## config.mk

```make
export PLATFORM = sky130hd
export DESIGN_NAME = custom_axi_ip_engine
export DESIGN_NICKNAME = d
export VERILOG_FILES = /design/src/rtl/custom_axi_ip_pkg.sv /design/src/rtl/custom_axi_ip_fifo.sv /design/src/rtl/custom_axi_ip_engine.sv
export SDC_FILE = /design/constraint.sdc
export NUM_CORES = 1
export LEC_CHECK = 0
export CAP_MARGIN = 20
export CORE_MARGIN = 2
export CORE_UTILIZATION = 50
export CTS_CLUSTER_DIAMETER = 40
export DETAILED_ROUTE_END_ITERATION = 7
export HOLD_SLACK_MARGIN = 0.1
export MAX_ROUTING_LAYER = met4
export PLACE_DENSITY = 0.84
export RECOVER_POWER = 50
export SETUP_SLACK_MARGIN = 0.05
export SLEW_MARGIN = 20
export SYNTH_ARGS = -nofsm -noshare
export SYNTH_HDL_FRONTEND = slang
export SYNTH_SLANG_ARGS = --single-unit
```

## constraint.sdc

```tcl
create_clock -name clk_i -period 2.8 [get_ports clk_i]
set_input_delay 0.42 -clock clk_i [delete_from_list [all_inputs] [get_ports clk_i]]
set_output_delay 0.42 -clock clk_i [all_outputs]
set_load 0.005 [all_outputs]
```

## src/rtl/custom_axi_ip_pkg.sv

```systemverilog
// Shared types for the command engine: FSM status encoding and command opcodes.
// No logic here; status values are what register readback reports.
package custom_axi_ip_pkg;

  typedef enum logic [1:0] {
    IDLE  = 2'd0,
    BUSY  = 2'd1,
    DONE  = 2'd2,
    ERROR = 2'd3
  } status_e;

  typedef enum logic [1:0] {
    OP_PASS = 2'd0,
    OP_ACC  = 2'd1,
    OP_CLR  = 2'd2,
    OP_RSVD = 2'd3
  } op_e;

  localparam int OP_W = 2;

endpackage

```

## src/rtl/custom_axi_ip_fifo.sv

```systemverilog
// Command FIFO: 1-cycle write-to-visible latency, pop data is the combinational head.
// Backpressure: push ignored when full, pop ignored when empty, flush empties in one edge.
module custom_axi_ip_fifo #(
  parameter int WIDTH = 34,
  parameter int DEPTH = 4,
  parameter int CNT_W = $clog2(DEPTH + 1)
) (
  input  logic             clk,
  input  logic             rst_n,
  input  logic             flush,
  input  logic             push,
  input  logic [WIDTH-1:0] push_data,
  input  logic             pop,
  output logic [WIDTH-1:0] pop_data,
  output logic             full,
  output logic             empty,
  output logic [CNT_W-1:0] count
);

  localparam int PTR_W = $clog2(DEPTH);

  logic [WIDTH-1:0] mem [DEPTH];
  logic [PTR_W-1:0] wr_ptr;
  logic [PTR_W-1:0] rd_ptr;
  logic             do_push;
  logic             do_pop;

  assign full     = (count == CNT_W'(DEPTH));
  assign empty    = (count == '0);
  assign do_push  = push && !full;
  assign do_pop   = pop && !empty;
  assign pop_data = mem[rd_ptr];

  always_ff @(posedge clk or negedge rst_n) begin
    if (!rst_n) begin
      wr_ptr <= '0;
      rd_ptr <= '0;
      count  <= '0;
    end else if (flush) begin
      wr_ptr <= '0;
      rd_ptr <= '0;
      count  <= '0;
    end else begin
      if (do_push) wr_ptr <= wr_ptr + PTR_W'(1);
      if (do_pop)  rd_ptr <= rd_ptr + PTR_W'(1);
      case ({do_push, do_pop})
        2'b10:   count <= count + CNT_W'(1);
        2'b01:   count <= count - CNT_W'(1);
        default: count <= count;
      endcase
    end
  end

  // Storage needs no reset: the pointers alone define which entries are valid.
  always_ff @(posedge clk) begin
    if (do_push && !flush) mem[wr_ptr] <= push_data;
  end

endmodule

```

## src/rtl/custom_axi_ip_engine.sv

```systemverilog
// Buffered opcode engine: result valid OP_LATENCY+1 edges after the input handshake.
// Backpressure: in_ready_o drops when the FIFO is full; DONE holds its result until out_ready_i.
module custom_axi_ip_engine
  import custom_axi_ip_pkg::*;
#(
  parameter int DATA_WIDTH = 32,
  parameter int FIFO_DEPTH = 4,
  parameter int OP_LATENCY = 2,
  localparam int LVL_W = $clog2(FIFO_DEPTH + 1)
) (
  input  logic                  clk_i,
  input  logic                  rst_ni,
  input  logic                  in_valid_i,
  output logic                  in_ready_o,
  input  logic [1:0]            in_op_i,
  input  logic [DATA_WIDTH-1:0] in_data_i,
  output logic                  out_valid_o,
  input  logic                  out_ready_i,
  output logic [DATA_WIDTH-1:0] out_data_o,
  output logic                  out_ovf_o,
  input  logic                  clear_i,
  output logic [1:0]            status_o,
  output logic [LVL_W-1:0]      fifo_level_o,
  output logic                  err_o
);

  localparam int CNT_W = (OP_LATENCY > 1) ? $clog2(OP_LATENCY) : 1;
  localparam int ENT_W = OP_W + DATA_WIDTH;

  status_e               state;
  logic [CNT_W-1:0]      busy_cnt;
  logic [DATA_WIDTH-1:0] acc;
  op_e                   cur_op;
  logic [DATA_WIDTH-1:0] cur_data;
  logic [DATA_WIDTH:0]   acc_sum;

  logic                  fifo_full;
  logic                  fifo_empty;
  logic                  fifo_push;
  logic                  fifo_pop;
  logic [ENT_W-1:0]      fifo_head;
  op_e                   head_op;
  logic [DATA_WIDTH-1:0] head_data;

  assign in_ready_o = !fifo_full;
  assign fifo_push  = in_valid_i && !fifo_full && !clear_i;
  assign fifo_pop   = (state == IDLE) && !fifo_empty && !clear_i;
  assign head_op    = op_e'(fifo_head[ENT_W-1:DATA_WIDTH]);
  assign head_data  = fifo_head[DATA_WIDTH-1:0];
  assign acc_sum    = {1'b0, acc} + {1'b0, cur_data};
  assign status_o   = state;

  custom_axi_ip_fifo #(
    .WIDTH (ENT_W),
    .DEPTH (FIFO_DEPTH),
    .CNT_W (LVL_W)
  ) u_fifo (
    .clk       (clk_i),
    .rst_n     (rst_ni),
    .flush     (clear_i),
    .push      (fifo_push),
    .push_data ({in_op_i, in_data_i}),
    .pop       (fifo_pop),
    .pop_data  (fifo_head),
    .full      (fifo_full),
    .empty     (fifo_empty),
    .count     (fifo_level_o)
  );

  always_ff @(posedge clk_i or negedge rst_ni) begin
    if (!rst_ni) begin
      state       <= IDLE;
      busy_cnt    <= '0;
      acc         <= '0;
      cur_op      <= OP_PASS;
      cur_data    <= '0;
      out_valid_o <= 1'b0;
      out_data_o  <= '0;
      out_ovf_o   <= 1'b0;
      err_o       <= 1'b0;
    end else if (clear_i) begin
      // Abort wins over any in-flight execute or pending result.
      state       <= IDLE;
      busy_cnt    <= '0;
      acc         <= '0;
      out_valid_o <= 1'b0;
      err_o       <= 1'b0;
    end else begin
      case (state)
        IDLE: begin
          if (!fifo_empty) begin
            cur_op   <= head_op;
            cur_data <= head_data;
            busy_cnt <= '0;
            state    <= (head_op == OP_RSVD) ? ERROR : BUSY;
          end
        end
        BUSY: begin
          if (busy_cnt == CNT_W'(OP_LATENCY - 1)) begin
            state       <= DONE;
            out_valid_o <= 1'b1;
            case (cur_op)
              OP_ACC: begin
                acc        <= acc_sum[DATA_WIDTH-1:0];
                out_data_o <= acc_sum[DATA_WIDTH-1:0];
                out_ovf_o  <= acc_sum[DATA_WIDTH];
              end
              OP_CLR: begin
                acc        <= '0;
                out_data_o <= '0;
                out_ovf_o  <= 1'b0;
              end
              default: begin
                out_data_o <= cur_data;
                out_ovf_o  <= 1'b0;
              end
            endcase
          end else begin
            busy_cnt <= busy_cnt + CNT_W'(1);
          end
        end
        DONE: begin
          if (out_ready_i) begin
            out_valid_o <= 1'b0;
            state       <= IDLE;
          end
        end
        default: begin
          err_o <= 1'b1;
          state <= IDLE;
        end
      endcase
    end
  end

endmodule

```

## Word-level counts from Yosys, hierarchy flattened

Memory sizes are Yosys's and may differ from the RTL's.
Cells that the tools add are included.

| word-level totals | value |
|---|---|
| flip-flop bits (word level) | 111 |
| RAM bits | 136 |
| bits of input ports | 39 |
| output and inout port bits | 41 |
| memories kept | 1 |

Memory list:

| memory | words | bits a word | read ports | clocked after memory_dff | write ports | RTL line | source |
|---|---|---|---|---|---|---|---|
| u_fifo.mem | 4 | 34 | 1 | 0 | 1 | custom_axi_ip_fifo.sv:22 | `logic [WIDTH-1:0] mem [DEPTH];` |

| cells by class | value |
|---|---|
| add/subtract/negate cells | 6 |
| eq/ne operators | 12 |
| mux-type cells | 30 |
| bitwise logic cells | 2 |
| reduce and logical (&&, ||, !) cells | 27 |

Operators by type and width:

| operator | count |
|---|---|
| case mux 32 bit (2 select lines) | 2 |
| 2-to-1 mux 32 bit | 3 |
| adder 32 x 32 -> 33 bit | 1 |
| 2-to-1 mux 2 bit | 9 |
| AND reduction 3 bit | 5 |
| nonzero test 3 bit | 4 |
| 2-to-1 mux 1 bit | 11 |
| inequality test 3 bit, second input constant | 3 |
| equality test 2 bit, second input constant | 4 |
| nonzero test 2 bit | 4 |
| logical AND 1 bit | 7 |
| equality test 2 x 1 -> 1 bit, second input constant | 3 |
| case mux 2 bit (3 select lines) | 1 |
| case mux 3 bit (2 select lines) | 1 |
| adder 2 x 1 -> 2 bit, second input constant | 2 |
| case mux 1 bit (2 select lines) | 2 |
| adder 3 x 1 -> 3 bit, second input constant | 1 |
| equality test 3 bit, second input constant | 1 |
| logical NOT 1 bit | 3 |
| logical NOT 3 bit | 1 |
| 2-to-1 mux 3 bit | 1 |
| OR reduction 3 bit | 1 |
| subtractor 3 x 1 -> 3 bit, second input constant | 1 |
| logical NOT 2 bit | 1 |
| other kinds (4) | 5 |

## Logic depth before layout (Yosys ltp)

Gate-level depths: netlist of the first run.

| depth | value |
|---|---|
| depth in word-level cells | 8 |
| depth in mapped cells | 11 |

## By module

A second synthesis of the first run with hierarchy kept.

| unflattened totals | value |
|---|---|
| cells, all modules | 847 |
| area, all modules | 11506.0 sq um |

By module, submodules not included:

| module | times used | cells each | area each (sq um) |
|---|---|---|---|
| custom_axi_ip_engine | 1 | 605 | 6028.3 |
| custom_axi_ip_fifo | 1 | 242 | 5477.8 |

## Worst setup path before layout of the first run

Ideal clock, no wire load.

| timing | value |
|---|---|
| path kind | register to register |
| from | register acc[0] |
| to | register out_data_o[28] |
| library setup time | 0.126 ns |
| arrival time | 2.559 ns |
| slack | 0.115 ns |
| cell stages (with the launch flop) | 12 |
| buffers on the path | 0 |
| path through | dfrtp_1 -> ha_1 -> inv_1 -> fa_1 -> inv_1 -> a21o_1 -> a41o_1 -> a41o_1 -> nand4_1 -> or4b_4 -> xor2_1 -> a221o_1 |

| between the ends | value |
|---|---|
| longest elaborated chain between the ends | 2 |

RTL lines:

| what | RTL line | source |
|---|---|---|
| start: declaration | custom_axi_ip_engine.sv:32 | `logic [DATA_WIDTH-1:0] acc;` |
| start signal: assignment | custom_axi_ip_engine.sv:104 | `acc <= acc_sum[DATA_WIDTH-1:0];` |
| adder 32 x 32 -> 33 bit | custom_axi_ip_engine.sv:50 | `assign acc_sum = {1'b0, acc} + {1'b0, cur_data};` |
| case mux 32 bit (2 select lines) | custom_axi_ip_engine.sv:102 | `case (cur_op)` |
| end signal: assignment | custom_axi_ip_engine.sv:105 | `out_data_o <= acc_sum[DATA_WIDTH-1:0];` |
| end signal: assignment | custom_axi_ip_engine.sv:114 | `out_data_o <= cur_data;` |
| end: declaration | custom_axi_ip_engine.sv:19 | `output logic [DATA_WIDTH-1:0] out_data_o,` |

No other way between the ends.
A chain may end at the register's enable or synchronous reset.

## Worst setup path after layout of the first run

Ends and elaborated chain as after synthesis.

==> summary.txt, run 1 <==
Detailed routing
  – WL per Instance: 21.2 µm
  – Highest layer used for signal routing: met4
  – Post-DRT Antenna Nets: 0
  – Routed length on met1: 11.3 mm
  – DRC viols: 0
  – Via density: 6.02
  – Final wirelength: 26.4 mm
  – Vias after detailed routing: 7498
  – Met2 Routed Length: 12.7 mm
  – Iter 0 DRT Violations: 711
  – Met3 WL: 1.89 mm
  – First-pass iteration count of the detailed router: 6

Yosys
  – Proportion of synthesized chip area in sequential cells: 61.4%
  – Number of register bits inferred by synthesis: 247
  – Cells after synthesis: 828
  – Synth cell types: 55
  – Fraction of registers with async set or reset after synthesis: 44.9%
  – Number of enable flip-flop cells after synthesis: 136
  – Main flop type after synthesis: sky130_fd_sc_hd__edfxtp_1
  – Summed instance area of the synthesized netlist: 11200 µm²
  – Synth Area per Inst: 13.5 µm²
  – Number of nets in the synthesized netlist: 907
  – Number of synthesis warnings: 0

Worst setup path
  – Required time at the worst-slack endpoint: 3.23 ns
  – Startpoint-to-endpoint class of the critical path: reg -> reg
  – Type of element capturing the critical path: register
  – Crit start category: register
  – Crit path max fanout: 2
  – Worst Path Arrival: 3.09 ns

Clock network
  – Master cell of the clock root buffer: sky130_fd_sc_hd__clkbuf_16
  – CTS H-Tree Depth: 1
  – Maximum count of clock buffers along a single path: 3
  – Number of clock sinks: 247
  – TritonCTS clock tree: yes
  – Register clock-pin slew on the reported worst setup and hold paths: 0.06 ns
  – Number of buffers added by the clock tree synthesis step: 29
  – Worst-Skew Late Latency: 0.55 ns

Global route
  – Total global-route track usage: 23.3%
  – Maximum number of pins on one net before global-route repair: 45
  – Via count of the first global-routing pass: 7647
  – Wire length of the first global-routing pass: 42.3 mm
  – Initial antenna violation count: 0
  – GR Overflow Total: 0

STA
  – Setup TNS: 0 ns
  – Max-slew headroom: 16.3%
  – Setup violators final: 0
  – Highest attainable clock frequency: 375 MHz
  – Max-slew violation total from the final report: 0
  – Final clock period utilization by the worst path: 95.1%
  – Unrepaired setup endpoints after global routing: yes
  – Endpoints failing hold: 0
  – Slew at the pin closest to its max-slew limit: 1.26 ns
  – Clock tree skew after final layout: 0.0125 ns
  – Final critical delay including setup and external delays: 2.66 ns

Final layout
  – Leading cell type in the layout, fill and taps excluded: sky130_fd_sc_hd__edfxtp_1
  – Top library cells by usage in the layout, fill and taps aside: sky130_fd_sc_hd__edfxtp_1, sky130_fd_sc_hd__dfrtp_1, sky130_fd_sc_hd__nor2_1, sky130_fd_sc_hd__nand2_1, sky130_fd_sc_hd__a21oi_1
  – Antenna Cells: 0
  – Multi-input gate area in the final layout: 4130 µm²
  – Layout filler cell count: 1646
  – Synthesis-to-layout area growth: 20.9%
  – Area of all sequential standard cells: 6860 µm²
  – Share of final-layout standard cells stronger than drive strength 1: 18.2%
  – Number of nets in the layout: 1021

Die
  – Chip height: 154 µm
  – Full die area: 23600 µm²
  – Placement row count: 54
  – Horizontal die dimension: 154 µm
  – Top-level port count: 80
  – Core Box Area: 21900 µm²
  – Initial core utilization: 51.1%

Placed design
  – Count of input and output buffers: 79
  – Final GP Congestion: 0.966
  – Half-perimeter wire length after placement: 17.9 mm

Power
  – Maximum ir drop on the vdd rail: 603 µV
  – LEAKAGE: 0.00532 µW
  – Sum of internal, switching and leakage power: 12600 µW
  – Power density of the placed cells: 935 nW/µm²

Run
  – Total of max-cap violations: 0

Hold path
  – Tightest Hold Check Type: in -> reg

Status
  – Status: complete, no violations
[per-stage QoR]
step | hold WS, ns | setup slack (ns) | cell area [µm²] | utilization (%) | instances
after global placement | 0.470 | 0.0856 | 12600 | 57.4 | 1186
after CTS | 0.451 | 0.106 | 13500 | 61.9 | 1245
final | 0.457 | 0.137 | 13500 | 61.7 | 1245
after floorplan | 0.124 | 0.115 | 11200 | - | 828
after global routing | 0.488 | 0.0243 | 13500 | 61.7 | 1245
after detailed placement | 0.483 | 0.0264 | 12600 | 57.4 | 1186
[sequential cells by signal, indices dropped and copies added (netlist names), 2 cells and up]
| name | count |
|---|---|
| u_fifo.mem | 136 |
| u_fifo.rd_ptr | 2 |
| out_data_o | 32 |
| u_fifo.wr_ptr | 2 |
| cur_op | 2 |
| acc | 32 |
| u_fifo.count | 3 |
| status_o | 2 |
| cur_data | 32 |
[critical path: stages (launching register included)]
cell	delay, ns
sky130_fd_sc_hd__dfrtp_1	0.39
sky130_fd_sc_hd__ha_2	0.19
sky130_fd_sc_hd__inv_2	0.06
sky130_fd_sc_hd__fa_2	0.20
sky130_fd_sc_hd__inv_1	0.04
sky130_fd_sc_hd__a21o_1	0.17
sky130_fd_sc_hd__a41o_1	0.19
sky130_fd_sc_hd__a41o_1	0.26
sky130_fd_sc_hd__nand4_1	0.08
sky130_fd_sc_hd__or4b_4	0.47
sky130_fd_sc_hd__xor2_1	0.17
sky130_fd_sc_hd__a221o_1	0.30
[cell usage after synthesis (3+ instances only)]
cell type,n,area (µm²)
sky130_fd_sc_hd__nand3b_1,3,22.5
sky130_fd_sc_hd__nand4_1,3,18.8
sky130_fd_sc_hd__edfxtp_1,136,4080
sky130_fd_sc_hd__a41o_1,3,30.0
sky130_fd_sc_hd__and3_1,10,62.6
sky130_fd_sc_hd__inv_1,12,45.0
sky130_fd_sc_hd__ha_1,38,475
sky130_fd_sc_hd__mux2_2,31,349
sky130_fd_sc_hd__a221o_1,8,80.1
sky130_fd_sc_hd__mux2i_1,3,30.0
sky130_fd_sc_hd__nor3_1,7,35.0
sky130_fd_sc_hd__nand2b_1,4,25.0
sky130_fd_sc_hd__buf_2,3,15.0
sky130_fd_sc_hd__a22o_1,18,158
sky130_fd_sc_hd__o21ai_0,39,195
sky130_fd_sc_hd__o21a_1,6,45.0
sky130_fd_sc_hd__nor2b_1,4,25.0
sky130_fd_sc_hd__o211ai_1,3,22.5
sky130_fd_sc_hd__and2_1,8,50.1
sky130_fd_sc_hd__a221oi_1,12,105
sky130_fd_sc_hd__clkbuf_1,36,135
sky130_fd_sc_hd__a21oi_1,52,260
sky130_fd_sc_hd__a211oi_1,5,37.5
sky130_fd_sc_hd__a31oi_1,7,43.8
sky130_fd_sc_hd__xor2_1,10,87.6
sky130_fd_sc_hd__xnor2_1,24,210
sky130_fd_sc_hd__mux4_2,34,766
sky130_fd_sc_hd__dfrtp_1,111,2780
sky130_fd_sc_hd__o22ai_1,12,75.1
sky130_fd_sc_hd__nor2_1,81,304
sky130_fd_sc_hd__nand3_1,10,50.1
sky130_fd_sc_hd__buf_1,4,15.0
sky130_fd_sc_hd__nand2_1,51,191
sky130_fd_sc_hd__a21o_1,11,82.6
[layer usage]
layer / vias up / global-route usage (%)
li1: 3390 / -
met1: 3750 / 31.7
met2: 317 / 36.9
met3: 41 / 3.55
met4: 0 / 7.03
met5: - / -
[final timing paths]
| check | slack (ns) | depth (start not counted) | to | from |
|---|---|---|---|---|
| min in group asynchronous | 0.69 | 2 | cur_data[8]$_DFFE_PN0P_ | rst_ni |
| max reg2reg | 0.14 | 11 | out_data_o[28]$_DFFE_PN0P_ | acc[0]$_DFFE_PN0P_ |
| min reg2reg | 0.49 | 2 | acc[27]$_DFFE_PN0P_ | acc[27]$_DFFE_PN0P_ |
| max | 0.14 | 11 | out_data_o[28]$_DFFE_PN0P_ | acc[0]$_DFFE_PN0P_ |
| min | 0.46 | 3 | u_fifo.wr_ptr[1]$_DFFE_PN0P_ | in_valid_i |
| max in group asynchronous | 0.53 | 3 | out_data_o[26]$_DFFE_PN0P_ | rst_ni |
[power by group]
part | internal [µW] | switching (µW) | total (µW)
Combinational | 1900 | 2100 | 4000
Sequential | 4510 | 520 | 5030
Clock | 2080 | 1520 | 3600
[logic make-up (layout without fill, tap and decap cells)]
group / count (synthesis) / count (layout) / synth area share, %
flip-flops: 247 / 247 / 61.4
AO/OA/AOI/OAI: 193 / 193 / 11.4
AND/OR/NAND/NOR: 190 / 190 / 7.76
multiplexers: 68 / 68 / 10.2
buffers and inverters: 56 / 193 / 1.93
adder cells (fa/ha/maj): 40 / 40 / 4.61
XOR/XNOR: 34 / 34 / 2.66
[final cells by class]
| cell class | count | share of cell area (%) |
|---|---|---|
| Sequential cell | 247 | 50.8 |
| Multi-Input combinational cell | 525 | 30.6 |
| Timing Repair Buffer | 127 | 8.79 |
| Clock buffer | 37 | 5.67 |
| Tap cell | 280 | 2.59 |
| Clock inverter | 17 | 1.26 |
| Inverter | 12 | 0.333 |
[timing repair]
action | in CTS | in global routing
gates resized for setup | 3 | 5
setup buffers | 4 | 0
pin swaps | 4 | 3
hold endpoints to repair | 42 | 0
endpoints found under the setup margin | 1 | 6
hold buffers | 1 | 0
(Power assumes the default switching activity.)
==> run 2: changes to the inputs <==
==> constraint.sdc (replaced) <==
create_clock -name clk_i -period 2.8 [get_ports clk_i]
set_input_delay 0.84 -clock clk_i [delete_from_list [all_inputs] [get_ports clk_i]]
set_output_delay 0.84 -clock clk_i [all_outputs]
set_load 0.005 [all_outputs]
==> run 2 against run 1 <==
- via count about the same
- highest routed layer unchanged
- largest cell class unchanged
- non-clock buffer count rose by 9
- worst hold slack worse by 0.19 ns
- critical path depth did not move
==> summary.txt, run 2 (synthesis results as in run 1) <==
Placed design
  – Half-perimeter wire length after placement: 18.0 mm (about the same)
  – Count of input and output buffers: 79 (unchanged)
  – Placed instance area: 12700 µm² (+0.84%)
  – Final GP Congestion: 0.942 (-2.4%)

Worst setup path
  – Crit-path cells: ha_2, inv_2, fa_2, inv_1, a21o_1, a41o_1, a41o_1, nand4_1, or4b_4, xor2_2, a221o_1
  – Number of cells traversed by the worst register-to-register path: 11 (unchanged)
  – Worst Path Arrival: 3.08 ns (about the same)
  – Worst path most repeated cell: sky130_fd_sc_hd__a41o_1
  – CP max-delay cell: sky130_fd_sc_hd__or4b_4
  – Register-to-register setup slack: 0.14 ns (about the same)
  – Reg2reg end: out_data_o[28]$_DFFE_PN0P_
  – Startpoint-to-endpoint class of the critical path: reg -> reg
  – Required time at the worst-slack endpoint: 3.21 ns (-0.02 ns)
  – Slowest cell delay on critical path: 0.49 ns (+0.02 ns)
  – Launching point of the worst reg2reg path: acc[0]$_DFFE_PN0P_
  – Crit path max fanout: 2 (unchanged)
  – Launch point of the worst path: acc[0]$_DFFE_PN0P_
  – Crit start category: register
  – Type of element capturing the critical path: register

Detailed routing
  – Iter 0 DRT Violations: 608 (-14%)
  – First-pass iteration count of the detailed router: 5 (-1)
  – WL per Instance: 21.7 µm (+2.4%)
  – DRC viols: 0 (unchanged)
  – Final wirelength: 27.3 mm (+3.3%)
  – Vias after detailed routing: 7494 (-0.053%)
  – Post-DRT Antenna Nets: 0 (unchanged)
  – Via density: 5.97 (-0.93%)

Die
  – Placement row count: 54 (unchanged)
  – Horizontal die dimension: 154 µm (unchanged)
  – Chip height: 154 µm (unchanged)
  – Core Box Area: 21900 µm² (unchanged)
  – Top-level port count: 80 (unchanged)
  – Initial core utilization: 51.1% (unchanged)
  – Full die area: 23600 µm² (unchanged)

Final layout
  – Flip-flop count of the largest register, all copies and words added: 136 (unchanged)
  – Leading cell type in the layout, fill and taps excluded: sky130_fd_sc_hd__edfxtp_1
  – Layout filler cell count: 1603 (-2.6%)
  – Share of final-layout standard cells stronger than drive strength 1: 19.5% (+1.2 points)
  – Register name with the most flops: u_fifo.mem
  – Finished Cell Area: 13700 µm² (+1.7%)
  – Top library cells by usage in the layout, fill and taps aside: sky130_fd_sc_hd__edfxtp_1, sky130_fd_sc_hd__dfrtp_1, sky130_fd_sc_hd__nor2_1, sky130_fd_sc_hd__nand2_1, sky130_fd_sc_hd__a21oi_1
  – Synthesis-to-layout area growth: 22.9%
  – Antenna Cells: 0 (unchanged)
  – Number of nets in the layout: 1031 (+0.98%)

Global route
  – Via count of the first global-routing pass: 7740 (+1.2%)
  – Initial antenna violation count: 0 (unchanged)
  – GR Overflow Total: 0 (unchanged)
  – Wire length of the first global-routing pass: 42.8 mm (+1.1%)
  – Total global-route track usage: 23.6% (+0.30 points)
  – Maximum number of pins on one net before global-route repair: 40 (-11%)

Clock network
  – TritonCTS clock tree: yes
  – Maximum count of clock buffers along a single path: 3 (unchanged)
  – Number of buffers added by the clock tree synthesis step: 30 (+3.4%)
  – Worst-Skew Late Latency: 0.55 ns (about the same)
  – CTS H-Tree Depth: 1 (unchanged)
  – Master cell of the clock root buffer: sky130_fd_sc_hd__clkbuf_16
  – Number of clock sinks: 247 (unchanged)
  – Register clock-pin slew on the reported worst setup and hold paths: 0.06 ns (about the same)

STA
  – Unrepaired setup endpoints after global routing: no
  – Final clock period utilization by the worst path: 95.1% (about the same)
  – Max-slew headroom: 22.2% (+5.9 points)
  – Endpoints failing hold: 0 (unchanged)
  – Setup violators final: 0 (unchanged)
  – Highest attainable clock frequency: 375 MHz (about the same)
  – Slew at the pin closest to its max-slew limit: 1.17 ns (-0.0881 ns)
  – Final critical delay including setup and external delays: 2.66 ns (+0.000255 ns)
  – Max-slew violation total from the final report: 0 (unchanged)
  – Setup TNS: 0 ns (unchanged)
  – Clock tree skew after final layout: 0.0163 ns (+0.00386 ns)

Hold path
  – Tightest Hold Check Type: in -> async

Power
  – Power density of the placed cells: 955 nW/µm² (+2.2%)
  – Maximum ir drop on the vdd rail: 669 µV (+11%)
  – LEAKAGE: 0.00540 µW (+1.5%)

Status
  – Status: complete, no violations

Run
  – Total of max-cap violations: 0 (unchanged)
## run 2: changes by cell type in the layout (fill, tap and decap cells not counted), sizes merged
cell,delta
dlygate4sd3,-9
buf,+8
clkdlybuf4s50,+8
bufinv,+3
clkbuf,+2
inv,-2
clkinv,+1
## run 2: layout make-up
| type | count | area, µm² | area share [%] |
|---|---|---|---|
| timing repair buffer | 136 | 1280 | 9.32 |
| inverter | 12 | 45.0 | 0.328 |
| clock inverter | 19 | 233 | 1.69 |
| tap | 280 | 350 | 2.55 |
| clock buffer | 37 | 808 | 5.89 |
| multi-input combinational | 525 | 4160 | 30.3 |
| sequential | 247 | 6860 | 50.0 |
## run 2: worst max path at each step
stage | cells after the start | to
finish | 11 | out_data_o[28]$_DFFE_PN0P_
global route | 10 | out_data_o[21]$_DFFE_PN0P_
CTS | 11 | out_data_o[28]$_DFFE_PN0P_
detailed placement | 11 | out_data_o[28]$_DFFE_PN0P_
global placement | 11 | out_data_o[28]$_DFFE_PN0P_
floorplan | 11 | out_data_o[28]$_DFFE_PN0P_
## run 2: repair_timing
action,in CTS,in global routing
setup endpoints to repair,1,16
resized for setup,3,10
gates cloned,0,0
pin swaps,4,5
setup buffers,3,2
hold buffers,0,0
## run 2: stage by stage
stage / worst slack (ns) / instances / hold slack (ns) / total power, µW / util (%)
after floorplan: 0.115 / 828 / 0.456 / 7370 / -
after global placement: 0.0549 / 1195 / 0.471 / 8980 / 57.9
after detailed placement: 0.0140 / 1195 / 0.479 / 9110 / 57.9
after CTS: 0.0864 / 1254 / 0.280 / 13100 / 62.8
after global routing: 0.0313 / 1256 / 0.298 / 13700 / 62.7
final: 0.136 / 1256 / 0.267 / 13100 / 62.7
## run 2: critical path, delay by kind of cell (launching register included)
kind	cells	cell delay, ns
compound gates	4	0.93
xor+xnor	1	0.17
fa+ha+maj	2	0.39
buf+inv	2	0.10
flops	1	0.38
simple gates	2	0.57
## run 2: power breakdown
group	switching (µW)	internal [µW]	total, µW
Sequential	553	4510	5060
Combinational	2110	1960	4070
Clock	1540	2450	3990
## run 2: routing by layer
| metal | vias up | GRT usage (%) | wire length (µm) |
|---|---|---|---|
| met1 | 3753 | 31.9 | 11900 |
| met4 | 0 | 6.86 | 712 |
| met2 | 277 | 37.4 | 13000 |
| li1 | 3398 | - | - |
| met5 | - | - | 0 |
| met3 | 66 | 4.03 | 1760 |
